$ cat src/rtl/mem_arbiter.sv
// mem_arbiter: shares one single-port RAM between the instruction-fetch port
// and the MEM-stage load/store port. The MEM port wins ties, each access
// holds the RAM for WAIT_CYCLES cycles, and completion is signalled by a
// one-cycle ready pulse with the read data registered beside it.
//
// Handshake: a requester raises its req (if_req, or mem_rd/mem_wr) together
// with address/data and keeps them up until it sees its ready. The request
// is only looked at in IDLE. Once granted, address, data and access type are
// latched, so later changes to the request inputs (including dropping req on
// a flush) do not affect the access in flight. ready pulses for exactly one
// cycle (RESP). A req still high during that cycle is not granted again,
// because RESP always returns to IDLE first.
module mem_arbiter #(
    parameter int unsigned WAIT_CYCLES = 2   // RAM latency, legal 1..15
) (
    input  logic        clk,
    input  logic        rst_n,
    // instruction fetch port
    input  logic        if_req,
    input  logic [31:0] if_addr,
    output logic [31:0] if_rdata,
    output logic        if_ready,
    // MEM-stage load/store port
    input  logic        mem_rd,
    input  logic        mem_wr,
    input  logic [31:0] mem_addr,
    input  logic [31:0] mem_wdata,
    output logic [31:0] mem_rdata,
    output logic        mem_ready,
    // single-port RAM command
    output logic        ram_en,
    output logic        ram_we,
    output logic [31:0] ram_addr,
    output logic [31:0] ram_wdata,
    input  logic [31:0] ram_rdata,
    // pipeline freeze
    output logic        stall_pipe,
    // current arbiter state (IDLE=0, BUSY_IF=1, BUSY_MEM=2, RESP=3)
    output logic [1:0]  dbg_state
);

    typedef enum logic [1:0] {
        IDLE     = 2'd0,
        BUSY_IF  = 2'd1,
        BUSY_MEM = 2'd2,
        RESP     = 2'd3
    } state_t;

    // Counter load value: BUSY lasts cnt+1 cycles, ending when cnt is 0.
    localparam logic [3:0] WAIT_M1 = 4'(WAIT_CYCLES - 1);

    state_t      state_q, state_d;
    logic [3:0]  cnt_q, cnt_d;
    logic [31:0] addr_q, addr_d;
    logic [31:0] wdata_q, wdata_d;
    logic        wr_q, wr_d;          // latched access is a store
    logic        if_ready_q, if_ready_d;
    logic        mem_ready_q, mem_ready_d;
    logic [31:0] if_rdata_q, if_rdata_d;
    logic [31:0] mem_rdata_q, mem_rdata_d;

    logic mem_any;
    assign mem_any = mem_rd | mem_wr;

    // State register and all latched/response registers; reset clears everything.
    always_ff @(posedge clk or negedge rst_n) begin
        if (!rst_n) begin
            state_q     <= IDLE;
            cnt_q       <= 4'd0;
            addr_q      <= 32'd0;
            wdata_q     <= 32'd0;
            wr_q        <= 1'b0;
            if_ready_q  <= 1'b0;
            mem_ready_q <= 1'b0;
            if_rdata_q  <= 32'd0;
            mem_rdata_q <= 32'd0;
        end else begin
            state_q     <= state_d;
            cnt_q       <= cnt_d;
            addr_q      <= addr_d;
            wdata_q     <= wdata_d;
            wr_q        <= wr_d;
            if_ready_q  <= if_ready_d;
            mem_ready_q <= mem_ready_d;
            if_rdata_q  <= if_rdata_d;
            mem_rdata_q <= mem_rdata_d;
        end
    end

    // Next-state logic: grant in IDLE (MEM first), count down in BUSY, respond in RESP.
    always_comb begin
        state_d     = state_q;
        cnt_d       = cnt_q;
        addr_d      = addr_q;
        wdata_d     = wdata_q;
        wr_d        = wr_q;
        if_ready_d  = 1'b0;
        mem_ready_d = 1'b0;
        if_rdata_d  = if_rdata_q;
        mem_rdata_d = mem_rdata_q;

        unique case (state_q)
            IDLE: begin
                if (mem_any) begin
                    // a simultaneous rd+wr is served as a store
                    state_d = BUSY_MEM;
                    cnt_d   = WAIT_M1;
                    addr_d  = mem_addr;
                    wdata_d = mem_wdata;
                    wr_d    = mem_wr;
                end else if (if_req) begin
                    state_d = BUSY_IF;
                    cnt_d   = WAIT_M1;
                    addr_d  = if_addr;
                    wdata_d = 32'd0;
                    wr_d    = 1'b0;
                end
            end
            BUSY_IF: begin
                if (cnt_q == 4'd0) begin
                    state_d    = RESP;
                    if_ready_d = 1'b1;
                    if_rdata_d = ram_rdata;
                end else begin
                    cnt_d = cnt_q - 4'd1;
                end
            end
            BUSY_MEM: begin
                if (cnt_q == 4'd0) begin
                    state_d     = RESP;
                    mem_ready_d = 1'b1;
                    mem_rdata_d = wr_q ? 32'd0 : ram_rdata;
                end else begin
                    cnt_d = cnt_q - 4'd1;
                end
            end
            RESP: begin
                // never grants here, so a held req cannot be served twice
                state_d = IDLE;
            end
            default: state_d = IDLE;
        endcase
    end

    // RAM command: enabled through BUSY, write strobe only in the first store cycle.
    always_comb begin
        ram_en = (state_q == BUSY_IF) || (state_q == BUSY_MEM);
        ram_we = (state_q == BUSY_MEM) && wr_q && (cnt_q == WAIT_M1);
    end

    assign ram_addr   = addr_q;
    assign ram_wdata  = wdata_q;
    assign if_ready   = if_ready_q;
    assign mem_ready  = mem_ready_q;
    assign if_rdata   = if_rdata_q;
    assign mem_rdata  = mem_rdata_q;
    assign dbg_state  = state_q;

    // A requester is stalled from the moment it asks until its ready cycle.
    assign stall_pipe = (if_req & ~if_ready_q) | (mem_any & ~mem_ready_q);

endmodule

$ cat config.mk
export PLATFORM = sky130hd
export DESIGN_NAME = mem_arbiter
export DESIGN_NICKNAME = d
export VERILOG_FILES = /design/src/rtl/mem_arbiter.sv
export SDC_FILE = /design/constraint.sdc
export NUM_CORES = 1
export LEC_CHECK = 0
export CORE_MARGIN = 3
export CORE_UTILIZATION = 34
export CTS_CLUSTER_SIZE = 30
export DETAILED_ROUTE_END_ITERATION = 12
export GPL_TIMING_DRIVEN = 1
export PLACE_DENSITY_LB_ADDON = 0.1
export RECOVER_POWER = 100
export SLEW_MARGIN = 20
export SYNTH_ARGS = -nofsm -noshare
export SYNTH_HDL_FRONTEND = slang
export SYNTH_SLANG_ARGS = --single-unit
$ cat constraint.sdc
create_clock -name clk -period 1.9 [get_ports clk]
set_input_delay 0.19 -clock clk [delete_from_list [all_inputs] [get_ports clk]]
set_output_delay 0.19 -clock clk [all_outputs]
set_load 0.01 [all_outputs]
==> impl_metrics.csv, run 1 <==
group,metric,value,unit
setup_path,required,1.71,ns
timing,fmax,557,MHz
route,drt_iter0_markers,145,
logic_synthesis,synth_top_area_cell,"dfrtp_1",
grt,antenna_found_initial,0,
clock_tree,post_cts_buffers,0,
setup_path,cp_data_arrival_time,1.60,ns
placement,gp_congestion,0.771,
clock_tree,cts-buffers-inserted,17,
setup_path,r2r_start,"cnt_q[0]",
setup_path,reg2reg_setup_slack,0.11,ns
floorplanning,die_width,137,µm
timing,rsz0062_at_grt,"true",
pwr,peakVddDrop,724,µV
hold_path,hold_path_class,"input port to flip-flop",
cells_and_area,n_antenna_cell,0,
pwr,p_leak,0.00411,µW
grt,grt_max_degree,82,
logic_synthesis,synth_most_common_cell,"dfrtp_1",
setup_path,path_class,"flip-flop to output pin",
floorplanning,die-area,18900,µm²
timing,slew_headroom,7.95,%
hold_path,hold_depth,3,
route,vias,4539,
floorplanning,start_util,35.1,%
clock_tree,htree_levels,4,
cells_and_area,syn_to_final_growth,62.5,%
clock_tree,clkSinkCount,137,
logic_synthesis,async_flop_share,100,%
timing,timing.setup.tns,0,ns
grt,grt_use_total,18.1,%
run,max_cap_violations,0,
cells_and_area,finalNetCount,894,
route,drtAntennaViolNets,0,
timing,clock_skew,0.0283,ns
pwr,power.total,15800,µW
logic_synthesis,syn_nets,620,
route,avgRoutedWirePerCell,16.8,µm
logic_synthesis,ys_ff_latch,137,
logic_synthesis,synth_top_cells_by_area,"dfrtp_1 (58%), mux2_4 (7.4%), mux2i_1 (5.5%), a22o_1 (4.8%), nand2_1 (4.4%)",
route,wirelength,16.6,mm
timing,setup_violations,0,
placement,io_buffer_count,267,
route,drtPass1Iterations,4,
grt,grt_pass1_vias,4847,
logic_synthesis,postSynthAreaPerCell,12.2,µm²
setup_path,cp_slowest_cell,"dfrtp_1",
placement,place_hpwl,12.2,mm
logic_synthesis,yosysSeqAreaShare,58.5,%
setup_path,cpPeakStageDelay,0.37,ns
setup_path,endpoint,"ram_we",
grt,grt_pass1_wl,26.1,mm
setup_path,cp_cell_sequence,"inv_1, ha_2, nand3_1, nor3_2, clkdlybuf4s15_1",
run_status,status,"completed",
logic_synthesis,syn_inst,480,
clock_tree,clk_latency,0.43,ns
setup_path,crit_path_start_kind,"flip-flop",
grt,grt.overflow.total,0,
clock_tree,clockBufferDepth,2,
route,drc_errors,0,
timing,post-route-min-period,1.79,ns
timing,final.period_utilization,94.4,%
setup_path,rr_worst_depth,6,
floorplanning,die_h,137,µm
timing,tightest_slew,1.38,ns
floorplanning,core-area,16700,µm²
floorplanning,num_io_pins,268,
logic_synthesis,ys_top_cells_by_count,"dfrtp_1 (137), nand2_1 (69), o21ai_0 (37)",
pwr,power_density,1660,nW/µm²
setup_path,end_kind,"output pin",
logic_synthesis,synth_top_area_share,58.5,%
timing,hold_viol_final,0,
clock_tree,root_buffer,"clkbuf_16",
cells_and_area,layout-drive-gt1-share,12.5,%
setup_path,r2r-end,"if_rdata[31]",
logic_synthesis,syn_area,5860,µm²
logic_synthesis,synth_cell_type_count,41,
logic_synthesis,synth_flop_cell,"dfrtp_1",
floorplanning,core.rowCount,47,
logic_synthesis,ys_warn_count,0,
logic_synthesis,synth_edf_count,0,
route,avgViaCountPerCell,4.60,
cells_and_area,fillers,1382,
timing,slew_violations,0,
clock_tree,cts_tree,"built",
clock_tree,clk_pin_slew_worst_paths,0.06,ns
setup_path,startpoint,"dbg_state[0]",
setup_path,crit_path_max_fanout,3,
-- cells by family (layout without fill, tap and decap cells) --
| group | after synthesis | in the layout | share of synthesized area (%) |
|---|---|---|---|
| DFF | 137 | 137 | 58.5 |
| and+or+nand+nor | 119 | 119 | 10.4 |
| AOI/OAI and AO/OA | 112 | 112 | 12.4 |
| muxes | 64 | 64 | 13.5 |
| buffers and inverters | 41 | 328 | 3.74 |
| adders and majority gates | 7 | 7 | 1.49 |
-- registers in the layout, summed over array words and instances (netlist names) --
name	count
ram_wdata	32
dbg_state	2
mem_ready	1
cnt_q	4
mem_rdata	32
wr_q	1
ram_addr	32
if_ready	1
if_rdata	32
-- routing by layer --
layer | vias to the layer above | GRT usage [%] | part of all wire (%)
met2 | 184 | 28.4 | 47
met1 | 2130 | 22.6 | 41
li1 | 2215 | - | -
met5 | - | 0 | 0
met3 | 10 | 8.22 | 10
met4 | 0 | 4.82 | 1.1
-- area by class of cell --
| type | count | area, µm² | share of cell area [%] |
|---|---|---|---|
| Clock inverter | 11 | 169 | 1.77 |
| Inverter | 7 | 26.3 | 0.276 |
| Tap cell | 220 | 275 | 2.89 |
| Timing Repair Buffer | 289 | 2920 | 30.7 |
| Multi-Input combinational cell | 302 | 2240 | 23.6 |
| Clock buffer | 21 | 460 | 4.83 |
| Sequential cell | 137 | 3430 | 36.0 |
-- stage by stage --
stage | utilization [%] | hold slack [ns] | setup WS [ns] | std cells | cell area (µm²)
2_1_floorplan | - | -0.106 | 0.107 | 480 | 5860
3_3_place_gp | 53.2 | 0.219 | 0.110 | 953 | 8880
3_5_place_dp | 53.2 | 0.221 | 0.00327 | 953 | 8880
4_1_cts | 57.0 | 0.339 | 0.00654 | 986 | 9520
5_1_grt | 57.0 | 0.366 | 0.00292 | 987 | 9530
6_report | 57.0 | 0.358 | 0.106 | 987 | 9530
-- power breakdown --
group	switching [µW]	internal, µW
clock	1230	2260
sequential	784	4290
combinational	3050	4170
-- how the worst min path moves through the flow --
| stage | start | endpoint | slack (ns) |
|---|---|---|---|
| detailed placement | rst_n | mem_rdata[4] | 0.22 |
| finish | ram_rdata[29] | mem_rdata[29] | 0.36 |
| global placement | rst_n | mem_rdata[11] | 0.22 |
| global route | mem_wdata[9] | ram_wdata[9] | 0.37 |
| floorplan | rst_n | cnt_q[0] | -0.11 |
| CTS | rst_n | mem_rdata[4] | 0.34 |
-- cells in the final DEF (no fill, tap or decap), types with 18 or more instances in the layout --
master | netlist | routed
clkdlybuf4s50_1 | 0 | 264
dfrtp_1 | 137 | 137
nand2_1 | 69 | 69
o21ai_0 | 37 | 37
a22o_1 | 32 | 32
nand2b_1 | 32 | 32
mux2i_1 | 32 | 32
o21ai_1 | 32 | 32
mux2_4 | 29 | 29
clkbuf_16 | 0 | 18
-- critical path: cells and delay by family (launching register included) --
| kind | cells | cell delay (ns) |
|---|---|---|
| flip-flops | 1 | 0.37 |
| buffers and inverters | 2 | 0.37 |
| AND/OR/NAND/NOR | 2 | 0.23 |
| adder cells (fa/ha/maj) | 1 | 0.22 |
-- repair_timing --
action / in CTS / in global routing
setup endpoints to repair: 2 / 33
resized for setup: 3 / 8
hold buffers: 1 / 0
gates cloned: 0 / 1
endpoints found under the hold margin: 56 / 0
Power figures use the tool's default switching activity.
==> inputs of run 2 (changes only) <==
ABC_AREA = 1   (was default)
SKIP_LAST_GASP = 1   (was default)
==> run 2 against run 1 <==
Net effect: final cell count rose by 24%; via count rose by 24%; first-iteration DRC count grew 29%; die area is 2.7% higher; maximum frequency is 1.5% lower; largest cell class unchanged; sequential power shrank 1%; critical endpoint unchanged; area after synthesis up 2.8%; hold slack got worse by 0.026 ns; sequential cell count unchanged.
==> impl_metrics.csv, run 2 <==
group,metric,value,unit
pwr,swShare,36.2,%
placement,gp_congestion,0.807,
setup_path,end_kind,"output pin",
logic_synthesis,synth_fa_ha_area_share,1.45,%
setup_path,cp_data_arrival_time,1.63,ns
cells_and_area,layout-drive-gt1-share,6.18,%
setup_path,r2r_start,"dbg_state[0]",
grt,grt_use_total,19.6,%
timing,timing.setup.tns,0,ns
timing,slew_headroom,16.9,%
clock_tree,clockBufferDepth,2,
floorplanning,core.rowCount,48,
cells_and_area,utilization,55.4,%
logic_synthesis,synth_top_area_share,56.9,%
grt,grt_pass1_wl,30.7,mm
cells_and_area,mostFrequentLayoutCell,"nand2_1",
pwr,p_seq_share,32.1,%
cells_and_area,syn_to_final_growth,59.0,%
logic_synthesis,synthMuxAreaShare,0,%
logic_synthesis,synth_edf_count,0,
timing,rsz0062_at_grt,"true",
logic_synthesis,synth_flop_cell,"dfrtp_1",
hold_path,hp-start,"ram_rdata[1]",
logic_synthesis,syn_nets,865,
logic_synthesis,synth_compound_area_share,8.84,%
route,wirelength,18.7,mm
clock_tree,htree_levels,4,
timing,final.period_utilization,95.8,%
logic_synthesis,synth_top_area_cell,"dfrtp_1",
placement,place_hpwl,13.1,mm
logic_synthesis,synth_most_common_cell,"nand2_1",
clock_tree,root_buffer,"clkbuf_16",
setup_path,path_class,"flip-flop to output pin",
setup_path,crit_path_start_kind,"flip-flop",
timing,hold_viol_final,0,
floorplanning,die_width,139,µm
setup_path,startpoint,"dbg_state[0]",
cells_and_area,finalNetCount,1131,
logic_synthesis,synth_xor_area_share,0.145,%
pwr,p_leak,0.00456,µW
logic_synthesis,synth_top_cells_by_area,"dfrtp_1 (57%), nand2_1 (17%), nand3_1 (5.6%), inv_1 (4.5%), o21ai_1 (4.3%)",
logic_synthesis,postSynthAreaPerCell,8.31,µm²
floorplanning,num_io_pins,268,
route,avgViaCountPerCell,4.57,
pwr,peakVddDrop,716,µV
run,max_cap_violations,0,
route,drt_iter0_markers,187,
pwr,power_density,1630,nW/µm²
timing,fmax,549,MHz
run_status,status,"completed",
pwr,power.total,15600,µW
pwr,power.share.clock,21.1,%
logic_synthesis,synth_cell_type_count,24,
pwr,pwr-share-comb,46.8,%
clock_tree,clkSinkCount,137,
timing,slew_violations,0,
logic_synthesis,synth_top_family_by_area,"simple AND/OR/NAND/NOR gates",
clock_tree,cts_tree,"built",
floorplanning,die_h,139,µm
setup_path,required,1.71,ns
timing,setup_violations,0,
placement,io_buffer_count,267,
logic_synthesis,async_flop_share,100,%
logic_synthesis,ys_warn_count,0,
grt,grt_max_degree,64,
logic_synthesis,synthSimpleGateAreaFrac,24.2,%
logic_synthesis,syn_area,6030,µm²
clock_tree,clk_pin_slew_worst_paths,0.06,ns
cells_and_area,layout_common_cells,"nand2_1 (278), clkdlybuf4s50_1 (264), dfrtp_1 (137)",
cells_and_area,n_antenna_cell,0,
setup_path,crit_path_max_fanout,4,
route,drc_errors,0,
route,drtAntennaViolNets,0,
route,vias,5607,
timing,clock_skew,0.00663,ns
floorplanning,core-area,17300,µm²
logic_synthesis,syn_inst,725,
timing,holdWs,0.332,ns
clock_tree,clk_latency,0.41,ns
logic_synthesis,ys_top_cells_by_count,"nand2_1 (278), dfrtp_1 (137), inv_1 (72), nand3_1 (68), o21ai_1 (52)",
grt,grt_pass1_vias,5654,
clock_tree,cts-buffers-inserted,17,
floorplanning,die-area,19400,µm²
floorplanning,start_util,34.8,%
pwr,internal_power,9950,µW
grt,grt.overflow.total,0,
hold_path,hold_path_class,"input port to flip-flop",
logic_synthesis,ys_ff_latch,137,
timing,tightest_slew,1.25,ns
route,avgRoutedWirePerCell,15.3,µm
logic_synthesis,yosysSeqAreaShare,56.9,%
route,drtPass1Iterations,5,
timing,post-route-min-period,1.82,ns
grt,antenna_found_initial,0,
pwr,switching_power,5640,µW
-- run 2: cell types whose count changed after synthesis, moves of 29 or more --
cell,before,now
a22o_1,32,0
mux2_4,29,0
nand3_1,1,68
nand2_1,69,278
inv_1,7,72
nand2b_1,32,0
mux2i_1,32,0
-- run 2: layout make-up --
type                            count  area [µm²]
Clock inverter                     10         119
Clock buffer                       21         470
Timing Repair Buffer              289        2890
Inverter                           76         285
Fill cell                        1569        7710
Tap cell                          225         282
Multi-Input combinational cell    470        2100
Sequential cell                   137        3430
-- run 2: cell families after synthesis --
kind of cell / Yosys count
compound gates: 104
xor+xnor: 1
fa+ha+maj: 7
buf+inv: 118
flops: 137
simple gates: 358
-- run 2: worst paths after layout --
check	end	slack, ns	cells past startpoint
setup / recovery	ram_we	0.08	5
hold / removal	if_rdata[1]	0.33	3
setup reg to reg	mem_rdata[17]	0.17	8
hold reg to reg	if_rdata[28]	0.48	2
max in group asynchronous	ram_addr[15]	0.24	3
min in group asynchronous	ram_wdata[24]	0.56	2
-- run 2: what timing repair did --
item                                    in CTS  in global routing
setup buffers                                0                  2
resized for setup                            2                  2
endpoints found under the setup margin       2                  1
hold endpoints to repair                    44                  0
hold buffers                                 1                  0
-- run 2: layer usage --
| metal | GRT usage (%) | wire (µm) |
|---|---|---|
| met1 | 25.8 | 8480 |
| met2 | 30.5 | 8310 |
| met3 | 7.31 | 1720 |
| met4 | 5.77 | 234 |
| met5 | 0 | 0 |
-- run 2: power groups by stage --
| stage | Combinational [µW] | Sequential (µW) | Clock [µW] |
|---|---|---|---|
| floorplan | 2780 | 5610 | 0 |
| global placement | 7300 | 5020 | 0 |
| detailed placement | 7340 | 5020 | 0 |
| CTS | 7380 | 5010 | 3380 |
| global route | 8070 | 5170 | 3490 |
| finish | 7300 | 5000 | 3290 |
-- run 2: metrics by stage --
step | cell area, µm² | setup WS [ns] | std cells
after floorplan | 6030 | 0.373 | 725
after global placement | 8980 | 0.220 | 1194
after detailed placement | 8980 | 0.188 | 1194
after CTS | 9580 | -0.204 | 1226
after global routing | 9580 | -0.0424 | 1228
final | 9580 | 0.0795 | 1228
-- run 2: critical path: stages, from the launching register on --
cell and delay, ns:
dfrtp_1 0.40, inv_1 0.15, ha_1 0.17, inv_1 0.05
nor3_1 0.15, dlygate4sd2_1 0.30
